<file path="src/rtl/dac_spi_pkg.sv">
// Shared types and constants for the 24-bit DAC SPI transmitter.
package dac_spi_pkg;

  localparam int DAC_FRAME_W = 24;

  typedef enum logic [2:0] {
    IDLE,
    SETUP,
    SHIFT,
    HOLD,
    GAP
  } dac_spi_state_t;

  function automatic int max4(input int a, input int b, input int c, input int d);
    int m;
    m = a;
    if (b > m) m = b;
    if (c > m) m = c;
    if (d > m) m = d;
    return m;
  endfunction

endpackage

</file>
<file path="src/rtl/dac_spi_tx.sv">
// SPI transmitter for 24-bit DAC threshold frames: MSB first, data stable on SCLK fall.
module dac_spi_tx
  import dac_spi_pkg::*;
#(
  parameter int CLK_DIV  = 2,
  parameter int CS_SETUP = 2,
  parameter int CS_HOLD  = 2,
  parameter int CS_GAP   = 4
) (
  input  logic                   clk_i,
  input  logic                   arst_i,
  input  logic [DAC_FRAME_W-1:0] dat_i,
  input  logic                   wre_i,
  output logic                   rdy_o,
  output logic                   done_o,
  output logic                   sclk_o,
  output logic                   mosi_o,
  output logic                   cs_n_o
);

  localparam int PH_W = $clog2(max4(CLK_DIV, CS_SETUP, CS_HOLD, CS_GAP)) + 1;

  localparam logic [PH_W-1:0] DIV_LD   = PH_W'(CLK_DIV - 1);
  localparam logic [PH_W-1:0] SETUP_LD = PH_W'(CS_SETUP - 1);
  localparam logic [PH_W-1:0] HOLD_LD  = PH_W'(CS_HOLD - 1);
  localparam logic [PH_W-1:0] GAP_LD   = PH_W'(CS_GAP - 1);
  localparam logic [4:0]      BIT_TOP  = 5'(DAC_FRAME_W - 1);

  dac_spi_state_t         state_q, state_d;
  logic [PH_W-1:0]        phase_q, phase_d;
  logic [4:0]             bit_q, bit_d;
  logic [DAC_FRAME_W-1:0] sreg_q, sreg_d;
  logic                   sclk_q, sclk_d;
  logic                   cs_n_q, cs_n_d;
  logic                   done_q, done_d;
  logic                   rdy_q, rdy_d;

  always_ff @(posedge clk_i) begin
    if (arst_i) begin
      state_q <= IDLE;
      phase_q <= '0;
      bit_q   <= '0;
      sreg_q  <= '0;
      sclk_q  <= 1'b0;
      cs_n_q  <= 1'b1;
      done_q  <= 1'b0;
      rdy_q   <= 1'b0;
    end else begin
      state_q <= state_d;
      phase_q <= phase_d;
      bit_q   <= bit_d;
      sreg_q  <= sreg_d;
      sclk_q  <= sclk_d;
      cs_n_q  <= cs_n_d;
      done_q  <= done_d;
      rdy_q   <= rdy_d;
    end
  end

  // Outputs are computed for the next state and registered alongside it, so
  // every pin comes straight from a flop; mosi is the shift register MSB.
  always_comb begin
    state_d = state_q;
    phase_d = phase_q;
    bit_d   = bit_q;
    sreg_d  = sreg_q;
    sclk_d  = sclk_q;
    cs_n_d  = cs_n_q;
    done_d  = 1'b0;
    rdy_d   = 1'b0;

    unique case (state_q)
      IDLE: begin
        cs_n_d = 1'b1;
        sclk_d = 1'b0;
        if (rdy_q && wre_i) begin
          state_d = SETUP;
          phase_d = SETUP_LD;
          sreg_d  = dat_i;
          cs_n_d  = 1'b0;
        end else begin
          rdy_d = 1'b1;
        end
      end
      SETUP: begin
        if (phase_q != '0) begin
          phase_d = phase_q - PH_W'(1);
        end else begin
          state_d = SHIFT;
          phase_d = DIV_LD;
          bit_d   = BIT_TOP;
          sclk_d  = 1'b1;
        end
      end
      SHIFT: begin
        if (phase_q != '0) begin
          phase_d = phase_q - PH_W'(1);
        end else if (sclk_q) begin
          sclk_d  = 1'b0;
          phase_d = DIV_LD;
        end else if (bit_q == '0) begin
          state_d = HOLD;
          phase_d = HOLD_LD;
        end else begin
          // Next bit goes out together with the rising edge.
          bit_d   = bit_q - 5'd1;
          sclk_d  = 1'b1;
          phase_d = DIV_LD;
          sreg_d  = {sreg_q[DAC_FRAME_W-2:0], 1'b0};
        end
      end
      HOLD: begin
        if (phase_q != '0) begin
          phase_d = phase_q - PH_W'(1);
        end else begin
          state_d = GAP;
          phase_d = GAP_LD;
          cs_n_d  = 1'b1;
          done_d  = 1'b1;
        end
      end
      GAP: begin
        if (phase_q != '0) begin
          phase_d = phase_q - PH_W'(1);
        end else begin
          state_d = IDLE;
          rdy_d   = 1'b1;
        end
      end
      default: begin
        state_d = IDLE;
      end
    endcase
  end

  assign rdy_o  = rdy_q;
  assign done_o = done_q;
  assign sclk_o = sclk_q;
  assign mosi_o = sreg_q[DAC_FRAME_W-1];
  assign cs_n_o = cs_n_q;

endmodule

</file>
<file path="config.mk">
export PLATFORM = sky130hd
export DESIGN_NAME = dac_spi_tx
export DESIGN_NICKNAME = d
export VERILOG_FILES = /design/src/rtl/dac_spi_pkg.sv /design/src/rtl/dac_spi_tx.sv
export SDC_FILE = /design/constraint.sdc
export NUM_CORES = 1
export LEC_CHECK = 0
export ABC_AREA = 1
export BUFFER_PORTS_ARGS = -buffer_cell sky130_fd_sc_hd__buf_2
export CAP_MARGIN = 0
export CORE_MARGIN = 2
export CORE_UTILIZATION = 60
export DETAILED_ROUTE_END_ITERATION = 16
export PLACE_DENSITY = 0.88
export SLEW_MARGIN = 20
export SYNTH_ARGS = -nofsm -noshare
export SYNTH_HDL_FRONTEND = slang
export SYNTH_SLANG_ARGS = --single-unit
</file>
<file path="constraint.sdc">
create_clock -name clk_i -period 3.4 [get_ports clk_i]
set_clock_uncertainty 0.15 [all_clocks]
set_input_delay 0.34 -clock clk_i [delete_from_list [all_inputs] [get_ports clk_i]]
set_output_delay 0.34 -clock clk_i [all_outputs]
set_load 0.03 [all_outputs]
</file>
==> flow_metrics.tcl <==
set metrics [dict create \
    antenna_found_initial 0 \
    end_kind "register" \
    place.gp.congestion 0.906 \
    syn_area_mm2 0.00205 \
    tns_ns 0 \
    power_density_mw_per_mm2 956 \
    rows 21 \
    cts-root-buf "clkbuf_4" \
    post-place-ws_ns 1.51 \
    r2r_end "sreg_q[18]" \
    path_cells "inv_2 > nor2_4 > nand2_1 > nand2_4 > inv_4 > nor2_1 > nor2_1" \
    cp_slowest_cell "dfxtp_1" \
    grt_pass1_wl_mm 7.14 \
    rsz0062_at_grt "false" \
    crit_buf_inv 2 \
    maxCapViolCount 0 \
    syn_area_per_cell_um2 6.36 \
    finalMaxSlewViolations 0 \
    start_kind "register" \
    r2r_start "state_q[1]" \
    clkLatencyLatePin_ns 0.35 \
    cts_tree "done" \
    hold_ws_ns 0.0753 \
    die_h_um 62.4 \
    vias_per_cell 5.08 \
    finalSetupViolCount 0 \
    post_cts_buffers 0 \
    num_antenna_cells 0 \
    num-fill-cells 331 \
    ant_nets 0 \
    area_growth_pct 9.05 \
    vias 2001 \
    crit_family "simple AND/OR/NAND/NOR gates" \
    crit_fanout 25 \
    netlist_top_cells_area "dfxtp_1 (38%), nand2_1 (19%), nor2_1 (13%)" \
    nets 378 \
    crit_end "sreg_q[18]" \
    die_w_um 62.4 \
    numCtsBuffers 5 \
    yosys.area.top_type "dfxtp_1" \
    wl_per_cell_um 10.4 \
    io_pins 32 \
    cts_resized 0 \
    slew-limit-headroom_pct 42.3 \
    placement.io_buffers 31 \
    cts.htree.levels 2 \
    hp-class "in -> reg" \
    worstPathArrival_ns 2.02 \
    swShare_pct 47.6 \
    cp.depth 7 \
    cts_buffer_depth 2 \
    p_comb_share_pct 51.6 \
    grt_max_degree 35 \
    ys_seq_elements 39 \
    p_int_w 0.00112 \
    final_util_pct 67.4 \
    finalCriticalPeriod_ns 1.92 \
    reg2regPathDepth 7 \
    numClockSinks 39 \
    crit_type "reg -> reg" \
    clockPowerShare_pct 11.5 \
    die_area_mm2 0.00390 \
    final_cell_mix "nand2_1 (102), nor2_1 (71), dfxtp_1 (39)" \
    final_common_cell "nand2_1" \
    ys_seq_area_share_pct 38.1 \
    drtIter0Drc 110 \
    place_hpwl_mm 2.87 \
    routed_wl_mm 4.11 \
    worst_slew_pin_slew_ns 0.864 \
    overflow 0 \
    first_global_vias 1767 \
    fin_crit_sh_pct 56.3 \
    track_usage_pct 22.2 \
    clkTransAtPathRegs_ns 0.11 \
    final_hold_viol_count 0 \
    synth.distinct_cells 23 \
    ys_warn_count 0 \
    startpoint "state_q[1]" \
    fin_cells 394 \
    outcome "completed" \
    yosys.area.top_type_share_pct 38.1 \
    r2r_slack_ns 1.48 \
    hold_buffers 0 \
    seqPwrFrac_pct 36.8 \
    crit_required_ns 3.51 \
    path_common_cell "nor2_1" \
    drt_pass1_iterations 4 \
    dp.cells 387 \
    remaining_drc_errors 0 \
    core_mm2 0.00331 \
    syn-num-nets 352 \
    fin_ws_ns 1.48 \
    p_sw_w 0.00102 \
    p_leak_nw 1.11 \
    start_util_pct 61.8 \
    syn_inst 322 \
    peakVddDrop_mv 0.467 \
    fmax_ghz 0.522 \
    cp_slowest_stage_delay_ns 0.52 \
    drive_gt1_share_pct 15.8 \
]
## per-layer routing
| layer | track usage (%) | vias to the layer above | wire [um] |
|---|---|---|---|
| li1 | - | 1058 | - |
| met1 | 26.5 | 896 | 1800 |
| met2 | 38.4 | 37 | 2070 |
| met3 | 4.50 | 10 | 159 |
| met4 | 10.3 | 0 | 84 |
| met5 | 0 | - | 0 |
## cell usage after synthesis
| library cell | n |
|---|---|
| a21oi_1 | 9 |
| buf_2 | 4 |
| buf_4 | 2 |
| buf_6 | 4 |
| clkbuf_1 | 3 |
| dfxtp_1 | 39 |
| ha_1 | 3 |
| inv_1 | 16 |
| inv_2 | 2 |
| inv_4 | 1 |
| nand2_1 | 102 |
| nand2_2 | 7 |
| nand2_4 | 1 |
| nand3_1 | 17 |
| nand3_2 | 1 |
| nand3b_1 | 2 |
| nand4_1 | 1 |
| nor2_1 | 71 |
| nor2_2 | 3 |
| nor2_4 | 1 |
| o21ai_0 | 21 |
| o21ai_1 | 11 |
| o21bai_1 | 1 |
## how the worst min path moves through the flow
stage | startpoint | to | cells after the start
after floorplan | arst_i | sclk_o | 1
after global placement | sreg_q[2] | sreg_q[2] | 2
after detailed placement | sreg_q[15] | sreg_q[15] | 2
after CTS | arst_i | sreg_q[0] | 2
after global routing | arst_i | state_q[2] | 2
final | arst_i | rdy_o | 2
## power groups by stage
stage	combinational (W)	clock, W	sequential, W
after floorplan	0.000942	0	0.000800
after global placement	0.00107	0	0.000787
after detailed placement	0.00110	0	0.000794
after CTS	0.00111	0.000248	0.000785
after global routing	0.00128	0.000266	0.000810
final	0.00110	0.000246	0.000786
## logic make-up (layout without fill, tap and decap cells)
kind of cell               Yosys count  in the layout  share of synthesized area [%]
AOI/OAI and AO/OA                   42             42                           10.4
adders and majority gates            3              3                           1.83
DFF                                 39             39                           38.1
buffers and inverters               32             58                           8.07
and+or+nand+nor                    206            206                           41.6
## state kept, by name, summed over array words and instances (netlist names)
register  flops
sreg_q       24
phase_q       3
bit_q         5
rdy_o         1
cs_n_o        1
sclk_o        1
state_q       3
done_o        1
## worst register-to-register path, stage by stage, from the launching register on
cell and delay, ns:
dfxtp_1 0.52, inv_2 0.10, nor2_4 0.32, nand2_1 0.15
nand2_4 0.24, inv_4 0.16, nor2_1 0.12, nor2_1 0.05
## stage by stage
step / total power [W] / instance area (um^2)
after floorplan: 0.00174 / 2050
after global placement: 0.00185 / 2180
after detailed placement: 0.00190 / 2180
after CTS: 0.00214 / 2230
after global routing: 0.00235 / 2230
final: 0.00213 / 2230
## final cells by class
type	count	area (um^2)	share of cell area [%]
clock buffers	6	51.3	2.30
inverters	19	73.8	3.31
multi-input cells	251	1100	49.3
flip-flops and latches	39	781	35.0
clock inverters	1	5.00	0.224
repair buffers	32	163	7.29
well taps	46	57.6	2.58
(Power assumes the default switching activity.)
